<file path="src/rtl/scs8hd_o4na_sync.sv">
// Registered multi-channel OR-AND: f[c] = (|A[c]) & B[c], valid-tagged pipeline,
// then a per-channel conditioner (pass / sticky / pulse-stretch).
module scs8hd_o4na_sync #(
    parameter int unsigned NCH     = 4,
    parameter int unsigned NOR     = 4,
    parameter int unsigned STAGES  = 2,
    parameter int unsigned STRETCH = 3
) (
    input  logic               CLK,
    input  logic               RESET,
    input  logic [NCH*NOR-1:0] A,
    input  logic [NCH-1:0]     B,
    input  logic               IN_VALID,
    input  logic [1:0]         MODE,
    input  logic [NCH-1:0]     CLR,
    output logic [NCH-1:0]     X,
    output logic               OUT_VALID,
    output logic               ANY
);

    localparam int unsigned     CW       = (STRETCH > 0) ? $clog2(STRETCH + 1) : 1;
    localparam logic [CW-1:0]   CNT_LOAD = CW'(STRETCH);

    typedef enum logic [1:0] {
        MODE_PASS    = 2'b00,
        MODE_STICKY  = 2'b01,
        MODE_STRETCH = 2'b10,
        MODE_RSVD    = 2'b11
    } mode_t;

    mode_t          mode_q;
    logic           mode_chg;
    logic [NCH-1:0] f;
    logic [NCH-1:0] r;
    logic           rv;
    logic [CW-1:0]  cnt [NCH];

    always_comb begin
        f = '0;
        for (int unsigned c = 0; c < NCH; c++) begin
            f[c] = (|A[c*NOR +: NOR]) & B[c];
        end
    end

    assign mode_chg = (mode_t'(MODE) != mode_q);

    generate
        if (STAGES == 1) begin : g_direct
            assign r  = f;
            assign rv = IN_VALID;
        end else begin : g_pipe
            localparam int unsigned DS = STAGES - 1;
            logic [NCH-1:0] d [DS];
            logic [DS-1:0]  v;

            // Valid advances every cycle so bubbles propagate; data only moves with a valid.
            always_ff @(posedge CLK or posedge RESET) begin
                if (RESET) begin
                    v <= '0;
                    for (int unsigned i = 0; i < DS; i++) begin
                        d[i] <= '0;
                    end
                end else begin
                    v[0] <= IN_VALID;
                    if (IN_VALID) begin
                        d[0] <= f;
                    end
                    for (int unsigned i = 1; i < DS; i++) begin
                        v[i] <= v[i-1];
                        if (v[i-1]) begin
                            d[i] <= d[i-1];
                        end
                    end
                end
            end

            assign r  = d[DS-1];
            assign rv = v[DS-1];
        end
    endgenerate

    always_ff @(posedge CLK or posedge RESET) begin
        if (RESET) begin
            X         <= '0;
            OUT_VALID <= 1'b0;
            mode_q    <= MODE_PASS;
            for (int unsigned c = 0; c < NCH; c++) begin
                cnt[c] <= '0;
            end
        end else begin
            OUT_VALID <= rv;
            mode_q    <= mode_t'(MODE);
            for (int unsigned c = 0; c < NCH; c++) begin
                case (mode_q)
                    MODE_STICKY: begin
                        // Set term is OR'd after the clear so a coincident event survives.
                        X[c] <= (X[c] & ~CLR[c]) | (rv & r[c]);
                    end
                    MODE_STRETCH: begin
                        if (rv && r[c]) begin
                            X[c]   <= 1'b1;
                            cnt[c] <= CNT_LOAD;
                        end else if (cnt[c] != '0) begin
                            X[c]   <= 1'b1;
                            cnt[c] <= cnt[c] - CW'(1);
                        end else if (rv) begin
                            X[c] <= 1'b0;
                        end
                    end
                    default: begin
                        if (rv) begin
                            X[c] <= r[c];
                        end
                    end
                endcase
                // Overrides any stretch update in the cycle a mode change is seen.
                if (mode_chg) begin
                    cnt[c] <= '0;
                end
            end
        end
    end

    assign ANY = |X;

endmodule

</file>
<file path="config.mk">
export PLATFORM = sky130hd
export DESIGN_NAME = scs8hd_o4na_sync
export DESIGN_NICKNAME = d
export VERILOG_FILES = /design/src/rtl/scs8hd_o4na_sync.sv
export SDC_FILE = /design/constraint.sdc
export NUM_CORES = 1
export LEC_CHECK = 0
export ABC_AREA = 1
export ABC_CLOCK_PERIOD_IN_PS = 1700
export BUFFER_PORTS_ARGS = -buffer_cell sky130_fd_sc_hd__buf_2
export CAP_MARGIN = 25
export CORE_UTILIZATION = 35
export DETAILED_ROUTE_END_ITERATION = 10
export PLACE_DENSITY = 0.57
export SYNTH_ARGS = -nofsm -noshare
export SYNTH_HDL_FRONTEND = slang
export SYNTH_SLANG_ARGS = --single-unit
</file>
<file path="constraint.sdc">
create_clock -name CLK -period 1.7 [get_ports CLK]
set_input_delay 0.085 -clock CLK [delete_from_list [all_inputs] [get_ports CLK]]
set_output_delay 0.085 -clock CLK [all_outputs]
set_load 0.02 [all_outputs]
</file>
==> qor.csv <==
stage,metric,value,unit
run_status,status,"complete, no violations",
worst_setup_path,largest fanout on the critical path,10,
global_route,initial antenna violation count,0,
sta,Tcrit/Tclk final,79.23,%
placed_design,GP Congestion,0.8805,
clock_tree,clk buf depth,2,
global_route,overall global routing resource usage,17.44,%
sta,final hold violation count,0,
power_and_ir_drop,switching share of power,32.71,%
clock_tree,"Reg clk slew, reported paths",0.13,ns
detailed_routing,overall routed net length,2741,um
worst_setup_path,CP Launch Type,flip-flop,
layout,Fillers,330,
placed_design,HPWL Detailed,2046,um
yosys,"Avg Cell Area, Syn",7.039,um2
clock_tree,CTS Root Buffer Type,clkbuf_4,
floorplanning,die width,60.65,um
global_route,gr ovfl total,0,
sta,Post-Route Setup TNS,0,ns
power_and_ir_drop,Int Power,0.7505,mW
clock_tree,CTS tree,yes,
clock_tree,H-tree levels,1,
worst_setup_path,Crit Path Class,flip-flop to flip-flop,
layout,most frequent cells in the layout,"nand2_1, buf_2, nor2_1",
sta,minimum clock period,1.347,ns
detailed_routing,drt wl/cell,10.62,um
floorplanning,die area,3678,um2
power_and_ir_drop,"IR drop worst, VDD",0.0002313,V
power_and_ir_drop,P_leak,0.8714,nW
global_route,first-pass GRT wire length,4629,um
clock_tree,TritonCTS Sinks,20,
power_and_ir_drop,sequential power share,49.1,%
worst_setup_path,Setup crit end kind,flip-flop,
yosys,sequential element share of the synthesized area,41.58,%
worst_setup_path,Critical Path Max Stage Delay,0.43,ns
floorplanning,Die Span Y,60.65,um
placed_design,Placement Cell Area,1439,um2
sta,unrepaired setup endpoints after global routing,false,
power_and_ir_drop,combinational share of power,24.7,%
sta,count of final setup violators,0,
layout,final core utilization,48.06,%
yosys,post-synthesis cell area,1204,um2
worst_setup_path,"most used cell, CP",nand2_1,
sta,slew at the pin closest to its max-slew limit,0.2573,ns
floorplanning,FP Rows,20,
worst_setup_path,critical path's slowest cell,dfrtp_1,
detailed_routing,vias,1183,
layout,area delta synth->final,25.88,%
sta,final setup skew,0.007517,ns
power_and_ir_drop,Clock power frac,26.2,%
worst_setup_path,Worst Path Buf+Inv,2,
clock_tree,CTS Buf Count,3,
yosys,Mapped Cells,171,
sta,headroom to the max-slew limit,82.85,%
layout,post-route cell area,1515,um2
yosys,Netlist cell types,14,
floorplanning,core area,3153,um2
global_route,vias in the first global route,1128,
layout,layout cell share with drive strength beyond 1,21.03,%
power_and_ir_drop,Psw,0.3648,mW
layout,diode count,0,
clock_tree,"Clk Latency, worst-skew pair",0.31,ns
min_path,Hold Path Class,input port to flip-flop,
sta,fmax,742.4,MHz
detailed_routing,Post-route DRC,0,
worst_setup_path,worst path cell trace,inv_1 > ha_1 > buf_4 > nand3_1 > nand2_1 > nor2_1 > nand2_1 > nand2_1,
yosys,synthesized flop and latch total,20,
floorplanning,Initial Util,38.17,%
placed_design,# port buffers,34,
worst_setup_path,Critical Path AT,1.56,ns
power_and_ir_drop,PD cells,736.1,nW/um2
worst_setup_path,CP top delay family,flip-flops,
yosys,syn_nets,207,
detailed_routing,ANT nets after route,0,
global_route,largest net degree at the start of global routing,21,
detailed_routing,DR vias/cell,4.585,
sta,Final Slew Violations,0,
yosys,Ys Warns,0,
run,max_cap viols,0,
floorplanning,number of I/O pins,35,
layout,Nets,251,
detailed_routing,DRT iter0 DRCs,41,
detailed_routing,First-pass DRT Iterations,4,
layout,"most common cell after layout, fill and taps aside",nand2_1,
worst_setup_path,CP required,1.91,ns
clock_tree,Resize count post-CTS,0,
[area by class of cell]
type	instances	area [um2]	share of cell area [%]
multi-input cells	123	593.1	39.14
flip-flops and latches	20	500.5	33.03
repair buffers	41	232.7	15.36
inverters	26	97.59	6.441
well taps	44	55.05	3.633
clock buffers	4	36.28	2.395
[logic make-up after synthesis]
group	synth area share [%]
flops	41.58
xor+xnor	1.456
fa+ha+maj	7.276
simple gates	37.22
buf+inv	9.147
compound gates	3.327
[routing by layer]
| layer | wire length (um) | global-route usage [%] | vias to the layer above |
|---|---|---|---|
| met5 | 0 | 0 | - |
| met1 | 1269 | 21.14 | 520 |
| met4 | 40 | 9.091 | 0 |
| met3 | 151 | 2.772 | 2 |
| li1 | - | - | 615 |
| met2 | 1280 | 29.83 | 46 |
[path summary, 6_finish.rpt]
kind | start | end | slack, ns | depth (start not counted)
setup / recovery | mode_q[0]$_DFF_PP0_ | X[3]$_DFFE_PP0P_ | 0.35 | 8
hold / removal | B[1] | g_pipe.d[1]$_DFFE_PP0P_ | 0.007 | 3
setup reg to reg | mode_q[0]$_DFF_PP0_ | X[3]$_DFFE_PP0P_ | 0.35 | 8
hold reg to reg | cnt[7]$_DFFE_PP0P_ | cnt[7]$_DFFE_PP0P_ | 0.53 | 2
max in group asynchronous | RESET | cnt[2]$_DFFE_PP0P_ | 1.16 | 4
min in group asynchronous | RESET | cnt[7]$_DFFE_PP0P_ | 0.32 | 4
[flip-flops by register name, indices dropped and copies added, names as in the netlist]
| register | flops |
|---|---|
| mode_q | 2 |
| OUT_VALID | 1 |
| X | 4 |
| g_pipe.v | 1 |
| g_pipe.d | 4 |
| cnt | 8 |
[tightest hold or removal path: stages]
cell	delay (ns)
buf_2	0.07
nand3_1	0.06
o21ai_0	0.07
[cells in the mapped netlist, drive strengths merged]
cell   instances  area (um2)
o21ai          4       20.02
xor2           2       17.52
nand4          8       50.05
nand3         12       60.06
a21oi          4       20.02
dfrtp         20       500.5
ha             7       87.58
nand2         58       225.2
nor2          28       112.6
inv           26       97.59
buf            2       12.51
[timing repair]
| action | CTS | global route |
|---|---|---|
| hold buffers | 4 | 0 |
| setup buffers | 0 | 0 |
| hold endpoints to repair | 23 | 0 |
[per-stage QoR]
stage	instances	setup slack [ns]	total power [mW]	hold WS [ns]
after floorplan	171	0.4548	0.7244	0.04883
after global placement	250	0.3944	0.8217	0.1209
after detailed placement	250	0.3851	0.8259	0.1300
after CTS	258	0.3628	1.123	0.001770
after global routing	258	0.2247	1.188	0.009562
final	258	0.3530	1.115	0.006938
[power by group through the flow]
stage	clock (mW)	sequential (mW)	combinational (mW)
after floorplan	0	0.572	0.152
after global placement	0	0.557	0.265
after detailed placement	0	0.557	0.269
after CTS	0.299	0.548	0.276
after global routing	0.319	0.554	0.315
final	0.292	0.547	0.275
Power figures use the tool's default switching activity.
